[src/rtl/edge_bit_timer.sv]
// edge_bit_timer: bit/frame timing generator.
// A frame of F bits is timed, each bit lasting P clocks. P and F are latched
// from PRESCALE/FRAME_BITS when a frame starts and held until the block
// returns to IDLE. Edge_Cnt counts clocks within a bit, Bit_Cnt counts bits.
// Bit_Done and Frame_Done are one-cycle pulses. Cfg_Err flags a run request
// made with an unusable configuration.
// Optional feature: define EDGE_BIT_TIMER_SAMPLE3_EN for three mid-bit sample
// strobes (majority vote). Otherwise only the centre strobe Sample_Stb[1] is
// generated and Sample_Stb[0]/[2] are tied low.
module edge_bit_timer #(
  parameter int PRESC_W = 6,
  parameter int BIT_W   = 4
) (
  input  logic               CLK,
  input  logic               RST,
  input  logic               EN,
  input  logic [PRESC_W-1:0] PRESCALE,
  input  logic [BIT_W-1:0]   FRAME_BITS,
  output logic [PRESC_W-1:0] Edge_Cnt,
  output logic [BIT_W-1:0]   Bit_Cnt,
  output logic [2:0]         Sample_Stb,
  output logic               Bit_Done,
  output logic               Frame_Done,
  output logic               Cfg_Err
);

  typedef enum logic [1:0] {
    S_IDLE  = 2'd0,
    S_COUNT = 2'd1,
    S_DONE  = 2'd2
  } state_t;

  state_t             r_state;
  state_t             w_next;

  logic [PRESC_W-1:0] r_edge;
  logic [BIT_W-1:0]   r_bit;
  logic [PRESC_W-1:0] r_p;
  logic [BIT_W-1:0]   r_f;
  logic               r_bit_done;
  logic               r_frame_done;
  logic               r_cfg_err;

  logic               w_cfg_ok;
  logic [PRESC_W-1:0] w_p_m1;
  logic [BIT_W-1:0]   w_f_m1;
  logic [PRESC_W-1:0] w_half;
  logic               w_wrap;
  logic               w_last;

  // Live configuration check; only consulted while idle with a run request.
  assign w_cfg_ok = (PRESCALE >= PRESC_W'(4)) && (FRAME_BITS != '0);

  // Terminal counts are compared against P-1 / F-1 so that the counters never
  // need one extra bit of headroom, even with PRESCALE at its maximum.
  assign w_p_m1 = r_p - PRESC_W'(1);
  assign w_f_m1 = r_f - BIT_W'(1);
  assign w_wrap = (r_edge == w_p_m1);
  assign w_last = (r_bit == w_f_m1);
  assign w_half = r_p >> 1;

  // State register.
  always_ff @(posedge CLK or negedge RST) begin
    if (!RST) begin
      r_state <= S_IDLE;
    end else begin
      r_state <= w_next;
    end
  end

  // Next-state logic; dropping EN aborts from any state.
  always_comb begin
    w_next = r_state;
    case (r_state)
      S_IDLE: begin
        if (EN && w_cfg_ok) begin
          w_next = S_COUNT;
        end
      end
      S_COUNT: begin
        if (!EN) begin
          w_next = S_IDLE;
        end else if (w_wrap && w_last) begin
          w_next = S_DONE;
        end
      end
      S_DONE: begin
        if (!EN) begin
          w_next = S_IDLE;
        end
      end
      default: begin
        w_next = S_IDLE;
      end
    endcase
  end

  // Counters, configuration latches and registered pulses/flags.
  always_ff @(posedge CLK or negedge RST) begin
    if (!RST) begin
      r_edge       <= '0;
      r_bit        <= '0;
      r_p          <= '0;
      r_f          <= '0;
      r_bit_done   <= 1'b0;
      r_frame_done <= 1'b0;
      r_cfg_err    <= 1'b0;
    end else begin
      r_bit_done   <= 1'b0;
      r_frame_done <= 1'b0;
      r_cfg_err    <= (r_state == S_IDLE) && EN && !w_cfg_ok;
      case (r_state)
        S_IDLE: begin
          r_edge <= '0;
          r_bit  <= '0;
          if (EN && w_cfg_ok) begin
            r_p <= PRESCALE;
            r_f <= FRAME_BITS;
          end
        end
        S_COUNT: begin
          if (!EN) begin
            // Aborted frame: no Frame_Done.
            r_edge <= '0;
            r_bit  <= '0;
          end else if (w_wrap) begin
            r_edge       <= '0;
            r_bit        <= r_bit + BIT_W'(1);
            r_bit_done   <= 1'b1;
            r_frame_done <= w_last;
          end else begin
            r_edge <= r_edge + PRESC_W'(1);
          end
        end
        S_DONE: begin
          // Counters hold the final position until EN is released.
          if (!EN) begin
            r_edge <= '0;
            r_bit  <= '0;
          end
        end
        default: begin
          r_edge <= '0;
          r_bit  <= '0;
        end
      endcase
    end
  end

  // Sample strobes decoded from registered state, active only while counting.
  always_comb begin
    Sample_Stb = 3'b000;
    if (r_state == S_COUNT) begin
`ifdef EDGE_BIT_TIMER_SAMPLE3_EN
      Sample_Stb[0] = (r_edge == (w_half - PRESC_W'(2)));
      Sample_Stb[2] = (r_edge == w_half);
`endif
      Sample_Stb[1] = (r_edge == (w_half - PRESC_W'(1)));
    end
  end

  assign Edge_Cnt   = r_edge;
  assign Bit_Cnt    = r_bit;
  assign Bit_Done   = r_bit_done;
  assign Frame_Done = r_frame_done;
  assign Cfg_Err    = r_cfg_err;

endmodule

[config.mk]
export PLATFORM = sky130hd
export DESIGN_NAME = edge_bit_timer
export DESIGN_NICKNAME = d
export VERILOG_FILES = /design/src/rtl/edge_bit_timer.sv
export SDC_FILE = /design/constraint.sdc
export NUM_CORES = 1
export LEC_CHECK = 0
export ABC_AREA = 0
export CORE_ASPECT_RATIO = 1.1
export CORE_MARGIN = 2
export CORE_UTILIZATION = 45
export DETAILED_ROUTE_END_ITERATION = 8
export GPL_TIMING_DRIVEN = 1
export PLACE_DENSITY_LB_ADDON = 0.25
export SLEW_MARGIN = 20
export SYNTH_ARGS = -nofsm -noshare
export SYNTH_HDL_FRONTEND = slang
export SYNTH_SLANG_ARGS = --single-unit
[constraint.sdc]
create_clock -name CLK -period 2.05 [get_ports CLK]
set_input_delay 0.3075 -clock CLK [delete_from_list [all_inputs] [get_ports CLK]]
set_output_delay 0.3075 -clock CLK [all_outputs]
set_load 0.005 [all_outputs]
==> results.md, run 1 <==
- Number of hold-repair buffers added at the cts stage: 0
- Crit path time final: 2.04 ns
- Max-Cap Viols: 0
- Reg-to-reg setup timing slack: 0.04 ns
- Maximum operating frequency: slightly below 500 MHz
- Switching power share of the total: 38.6%
- Syn Inst Count: 180
- Total length of routed wires: 4460 microns
- Adder and majority gate portion of the synthesized area: approximately 4.4%
- Main flop type after synthesis: sky130_fd_sc_hd__dfrtp_1
- Unrepaired setup endpoints after global routing: yes
- Max-slew violation count: 0
- Buffers from clock root to sink, at most: 2
- Number of enable flip-flop cells after synthesis: 0
- Fin util: 62.5%
- Most frequent CP cell: sky130_fd_sc_hd__buf_4
- Overall overflow remaining after global route: 0
- Residual DRC: 0
- Worst IR Drop VDD: 0.408 mV
- Number of cells on the worst reg-to-reg path: 8
- Share of async-settable or async-resettable flops after synthesis: 100%
- Multiplexer share of the synthesized area: 3.29%
- Critical Path Sink Type: output port
- Clock buffers created by TritonCTS: 3
- Data arrival time of the critical path: ~1.7 ns
- Leak Pwr: between 0.9 and 1 nW
- Number of global-route vias before repair: about 1,500
- Fraction of the mapped netlist area in compound gates: a little under a fifth
- Hold Violations, Final: 0
- WP buf/inv: 3
- Part of the total power dissipated in combinational logic: 46.1%
- Vias: 1,539
- Cell family with the largest share of critical-path delay: simple AND/OR/NAND/NOR gates
- Flop and latch count out of synthesis: 25
- Post-Synthesis Cell Area: about 1700 sq um
- Row Count: 23
- Worst slew margin: 57.9%
- Drt wl/cell: between 15 and 20 microns
- Combinational family with the most area after synthesis: simple AND/OR/NAND/NOR gates
- Power dissipated by switching net loads: between 0.6 and 0.7 mW
- Critical Path Fanout Max: 2
- Antenna cells: 0
- Overall global routing resource usage: a little over a fifth
- Clock root buffer: sky130_fd_sc_hd__clkbuf_8
- Capture instance of the worst register-to-register path: Bit_Cnt[0]
- Setup-violating endpoint count in the final report: 0
- Io pins: 29
- Number of iterations in the first detailed-routing pass: 4
- Detailed router's first-iteration violation count: 41
- Internal power consumption: 1.07 mW
- Placement Setup Slack: -0.185 ns
- Portion of total power attributed to the clock network: between 10% and 20%
- Part of the power in registers: 36.0%
- Vias per cell: 5.64
- Global placement routability congestion: 0.857
- Basic-gate share of the synthesized area counting and, or, nand and nor cells: 21.3%
- Sequential share of the synthesized area: a little over a third
- CP max stage delay: ~0.40 ns
- Post-DP HPWL: 3280 microns
- Antenna violations before repair: 0
- Maximum number of pins on one net before global-route repair: 26
- Depth of the CTS H-tree: 1
- Nets@finish: 243
- Slew at the pin closest to its max-slew limit: roughly 0.63 ns
- Number of sinks on the clock net: 25
- Layout cells sized above 1: 28.3%
- Fraction of synthesized cell area in xor and xnor cells: 10.7%
- Core Footprint: roughly 3700 sq um
- Die width: 62.8 microns
- Max stage delay cell, worst path: sky130_fd_sc_hd__dfrtp_1
- Starting utilization of the core area: 46.9%
- Latest clock arrival within the worst-skew pair: ~0.27 ns
- Worst clock skew on the final layout: ~0.0017 ns
- Worst min-delay path category: in -> async
- Signed area change from the synthesized netlist to the final layout: 33.3%
- DIE AREA: 4320 sq um
- First-pass GRT wire length: 7040 microns
- Final Power: 1.74 mW
- Chip height: 68.7 microns
- Number of distinct library cells after synthesis: 51
- Antenna Violating Nets Remaining: 0
- Worst hold slack across all endpoints: 0.389 ns
- Worst path required time: 1.74 ns
- Nature of the critical path startpoint: flop
- TritonCTS clock tree: done
- Launch instance of the worst register-to-register path: r_p[2]
- Port Buf Inserts: 26
- Cell breakdown of the critical path: buf_4 > buf_4 > nor3_4 > nand2_1 > xnor2_1 > nor4_1 > buf_2
- Reg clk slew, reported paths: 0.10 ns
- Syn. warnings: 0
- Type of the worst setup path: reg -> out
- Post-layout worst setup margin: 0.0122 ns
- Result of the run: finished, final reports clean
- Share of the cycle needed by the critical path after routing: 99.4%
- Mean area per synthesized cell: 9.52 sq um
- Power density relative to cell area: roughly 760 nW/um^2
==> what timing repair did <==
item | in CTS | in global routing
resized for setup | 13 | 11
pin swaps | 6 | 7
setup endpoints to repair | 15 | 15
buffers inserted | 2 | 1
gates cloned | 0 | 0
==> power by group through the flow <==
stage,registers (mW),clock network (mW),logic (mW)
floorplan,0.616,0,0.490
global placement,0.625,0,0.669
detailed placement,0.631,0,0.702
CTS,0.625,0.315,0.739
global route,0.634,0.335,0.870
finish,0.627,0.311,0.802
==> synthesized netlist by cell type (2+ instances only) <==
| library cell | n | area [sq um] |
|---|---|---|
| sky130_fd_sc_hd__dfrtp_1 | 25 | 626 |
| sky130_fd_sc_hd__nand2_1 | 20 | 75.1 |
| sky130_fd_sc_hd__xnor2_1 | 15 | 131 |
| sky130_fd_sc_hd__nor3_1 | 7 | 35.0 |
| sky130_fd_sc_hd__ha_1 | 6 | 75.1 |
| sky130_fd_sc_hd__inv_1 | 6 | 22.5 |
| sky130_fd_sc_hd__nor2_1 | 6 | 22.5 |
| sky130_fd_sc_hd__o21ai_0 | 6 | 30.0 |
| sky130_fd_sc_hd__xor2_1 | 6 | 52.6 |
| sky130_fd_sc_hd__a21oi_1 | 5 | 25.0 |
| sky130_fd_sc_hd__clkbuf_1 | 5 | 18.8 |
| sky130_fd_sc_hd__mux2_2 | 5 | 56.3 |
| sky130_fd_sc_hd__nand3_1 | 5 | 25.0 |
| sky130_fd_sc_hd__a31oi_1 | 4 | 25.0 |
| sky130_fd_sc_hd__nor2b_1 | 4 | 25.0 |
| sky130_fd_sc_hd__buf_2 | 3 | 15.0 |
| sky130_fd_sc_hd__buf_4 | 3 | 22.5 |
| sky130_fd_sc_hd__nor3b_1 | 3 | 22.5 |
| sky130_fd_sc_hd__nor4_1 | 3 | 18.8 |
| sky130_fd_sc_hd__o211ai_2 | 3 | 37.5 |
| sky130_fd_sc_hd__and3_1 | 2 | 12.5 |
| sky130_fd_sc_hd__nand2b_1 | 2 | 12.5 |
| sky130_fd_sc_hd__nand4_1 | 2 | 12.5 |
| sky130_fd_sc_hd__o2111ai_1 | 2 | 17.5 |
| sky130_fd_sc_hd__o21ai_1 | 2 | 10.0 |
| sky130_fd_sc_hd__o21ai_2 | 2 | 17.5 |
| sky130_fd_sc_hd__o221ai_2 | 2 | 30.0 |
| sky130_fd_sc_hd__o22ai_1 | 2 | 12.5 |
| sky130_fd_sc_hd__or3_1 | 2 | 12.5 |
==> per-stage QoR <==
stage	cell area, sq um	setup TNS (ns)	std cells
6_report	2280	0	273
5_1_grt	2280	-0.352	273
4_1_cts	2220	-0.0414	272
3_5_place_dp	2140	-0.811	267
3_3_place_gp	2140	-0.0396	267
2_1_floorplan	1720	0	181
==> layout by cell type, fill, tap and decap left out, drive strengths merged, types with 2 or more instances in the layout <==
cell type,instances
dfrtp,25
o2111ai,2
clkdlybuf4s50,25
and3,2
a21oi,5
o21ai,10
inv,6
clkbuf,3
nor2b,4
nand3,6
nor4,4
nor3b,4
or3,2
buf,26
nor2,6
mux2,5
o221ai,2
o22ai,2
conb,2
xor2,6
nand2b,2
nand4,2
o211ai,4
a31oi,4
xnor2,15
ha,6
nand2,21
nor3,8
==> cell type report <==
class                   count  area [sq um]
multi-input cells         137          1070
fillers                   331          1370
inverters                   6          22.5
clock buffers               3          41.3
clock inverters             1          7.51
well taps                  50          62.6
repair buffers             51           450
flip-flops and latches     25           627
==> routing by layer <==
| layer | routed length [microns] | up-vias | track usage [%] | share of wire (%) |
|---|---|---|---|---|
| li1 | - | 730 | - | - |
| met5 | 0 | - | 0 | 0 |
| met3 | 142 | 12 | 2.60 | 3.2 |
| met4 | 119 | 0 | 8.89 | 2.7 |
| met2 | 2410 | 38 | 40.3 | 54 |
| met1 | 1790 | 759 | 24.6 | 40 |
==> flip-flops by register name, summed over array words and instances, names as in the netlist <==
name,flops
Bit_Done,1
r_state,2
Bit_Cnt,4
r_p,6
Cfg_Err,1
r_f,4
Frame_Done,1
Edge_Cnt,6
==> worst max path at each step <==
stage,from,endpoint,cells after the start
floorplan,r_p[1],Bit_Cnt[1],8
finish,r_p[1],Sample_Stb[1],7
global placement,r_p[1],Sample_Stb[1],7
detailed placement,r_p[1],Sample_Stb[1],7
global route,r_p[2],Sample_Stb[1],6
CTS,r_p[1],Sample_Stb[1],7
==> cell families (layout without fill, tap and decap cells) <==
| logic type | count (synthesis) | count (layout) |
|---|---|---|
| fa+ha+maj | 6 | 6 |
| other cells | 1 | 2 |
| buf+inv | 19 | 61 |
| flops | 25 | 25 |
| compound gates | 38 | 38 |
| xor+xnor | 21 | 21 |
| simple gates | 65 | 65 |
| mux | 5 | 5 |
(Power assumes the default switching activity.)
==> inputs of run 2 (changes only) <==
- CAP_MARGIN: unset -> 20
- CORE_UTILIZATION: 45 -> 35
- DONT_BUFFER_PORTS: unset -> 1
==> results.md, run 2 (synthesis results as in run 1) <==
- Maximum operating frequency: just under 500 MHz
- Capture instance of the worst register-to-register path: Bit_Cnt[0]
- Number of iterations in the first detailed-routing pass: 4
- Signed area change from the synthesized netlist to the final layout: 19.6%
- Residual DRC: 0
- Nature of the critical path startpoint: flop
- Antenna cells: 0
- Max stage delay cell, worst path: sky130_fd_sc_hd__dfrtp_1
- Layout cells sized above 1: 30.1%
- Max-slew violation count: 0
- Number of global-route vias before repair: 1,443
- Number of cells on the worst reg-to-reg path: 9
- Buffers from clock root to sink, at most: 2
- Launch instance of the worst register-to-register path: r_p[2]
- Post-layout worst setup margin: 0.00779 ns
- Total length of routed wires: 4150 microns
- Clock buffers created by TritonCTS: 3
- Port Buf Inserts: 0
- Number of standard cells in the final layout excluding fillers: 252
- CP max stage delay: 0.37 ns
- Io pins: 29
- Most frequent cells in the layout: 25 x sky130_fd_sc_hd__dfrtp_1, 20 x sky130_fd_sc_hd__nand2_1, 19 x sky130_fd_sc_hd__buf_4, 13 x sky130_fd_sc_hd__xnor2_1
- Setup TNS: 0 ns
- Worst clock skew on the final layout: 0.00305 ns
- DIE AREA: 5470 sq um
- Core Footprint: 4680 sq um
- Unrepaired setup endpoints after global routing: yes
- Share of the cycle needed by the critical path after routing: ~100%
- Power density relative to cell area: 814 nW/um^2
- Critical Path Fanout Max: 3
- Setup crit start: r_p[1]
- Type of the worst setup path: reg -> out
- Vias: 1,391
- Starting utilization of the core area: 36.6%
- Depth of the CTS H-tree: 1
- Reg-to-reg setup timing slack: about 0.030 ns
- Leak Pwr: roughly 0.84 nW
- Worst slew margin: 59.0%
- Vias per cell: 5.52
- Post-DP HPWL: 3130 microns
- Number of sinks on the clock net: 25
- Worst IR Drop VDD: 0.380 mV
- Data arrival time of the critical path: 1.73 ns
- Antenna violations before repair: 0
- Cell breakdown of the critical path: inv_2 > ha_4 > buf_4 > xnor2_2 > a21oi_1 > o2111ai_1 > nor4_1 > buf_4
- First-pass GRT wire length: around 6800 microns
- Most frequent CP cell: sky130_fd_sc_hd__buf_4
- Overall overflow remaining after global route: 0
- Hold Violations, Final: 0
- Drt wl/cell: 16.5 microns
- Detailed router's first-iteration violation count: 25
- Chip height: 77.4 microns
- Most common cell after layout, fill and taps aside: sky130_fd_sc_hd__dfrtp_1
- Crit path time final: about 2.0 ns
- TritonCTS clock tree: done
- Worst min-delay path category: in -> reg
- Result of the run: finished, final reports clean
- WP buf/inv: 3
- End point of the most critical hold path: Edge_Cnt[2]
- Global placement routability congestion: 0.868
- Placement Setup Slack: -0.0110 ns
- Die width: 70.7 microns
- Critical Path Sink Type: output port
- Cell family with the largest share of critical-path delay: flip-flops
- Latest clock arrival within the worst-skew pair: between 0.2 and 0.3 ns
- Overall global routing resource usage: between 10% and 20%
- Reg clk slew, reported paths: ~0.09 ns
- Slew at the pin closest to its max-slew limit: 0.614 ns
- Number of instances on the worst hold path: 2
- HP Start: EN
- Maximum number of pins on one net before global-route repair: 26
- Row Count: 26
- Worst path required time: 1.74 ns
- Clock root buffer: sky130_fd_sc_hd__clkbuf_8
- Placed cell count: 240
- Nets@finish: roughly 220
- Critical Path Stages: 8
- Setup-violating endpoint count in the final report: 0
- Antenna Violating Nets Remaining: 0
- Max-Cap Viols: 0
==> run 2: worst reg2reg max path, stage by stage, from the launching register on <==
cell and delay, ns:
sky130_fd_sc_hd__dfrtp_1 0.39, sky130_fd_sc_hd__inv_2 0.09, sky130_fd_sc_hd__ha_4 0.14, sky130_fd_sc_hd__nor3b_4 0.20, sky130_fd_sc_hd__buf_6 0.13, sky130_fd_sc_hd__nand3_4 0.07
sky130_fd_sc_hd__a2111o_1 0.48, sky130_fd_sc_hd__buf_6 0.16, sky130_fd_sc_hd__o21ai_2 0.13, sky130_fd_sc_hd__o221ai_2 0.10
==> run 2: per-stage QoR <==
stage / area (sq um) / power, mW / hold WS (ns) / utilization [%]
6_report: 2050 / 1.67 / 0.163 / 43.7
3_5_place_dp: 1840 / 1.26 / 0.0125 / 39.2
4_1_cts: 1950 / 1.60 / 0.160 / 41.5
2_1_floorplan: 1720 / 1.11 / 0.0119 / -
3_3_place_gp: 1840 / 1.23 / 0.0126 / 39.2
5_1_grt: 2050 / 1.78 / 0.161 / 43.7
==> run 2: worst max path at each step <==
stage	slack, ns	to
detailed placement	-0.01	Bit_Cnt[1]
global route	-0.12	Sample_Stb[1]
CTS	0.001	Sample_Stb[1]
finish	0.008	Sample_Stb[1]
floorplan	0.05	Bit_Cnt[1]
global placement	0.02	r_state[0]
==> run 2: power by group <==
group	internal, mW	total [mW]	switching (mW)
Clock	0.139	0.295	0.156
Combinational	0.356	0.739	0.383
Sequential	0.552	0.635	0.0825
==> run 2: final cells by class <==
class                   count  area [sq um]
well taps                  56          70.1
inverters                   6          22.5
multi-input cells         137          1080
repair buffers             24           206
clock buffers               4          45.0
flip-flops and latches     25           626
fillers                   483          2640
==> run 2: what timing repair did <==
item,4_1_cts,5_1_grt
pin swaps,6,13
gates resized for setup,6,14
hold endpoints to repair,25,0
hold buffers,2,0
buffers inserted,2,4
setup endpoints to repair,13,14
==> run 2: layer usage <==
| metal | up-vias | track usage [%] | wire length, microns | part of all wire [%] |
|---|---|---|---|---|
| met3 | 2 | 2.21 | 189 | 4.6 |
| met1 | 685 | 18.9 | 1690 | 41 |
| met2 | 28 | 27.2 | 2260 | 54 |
| met4 | 0 | 5.85 | 21 | 0.51 |
| li1 | 676 | - | - | - |
| met5 | - | 0 | 0 | 0 |
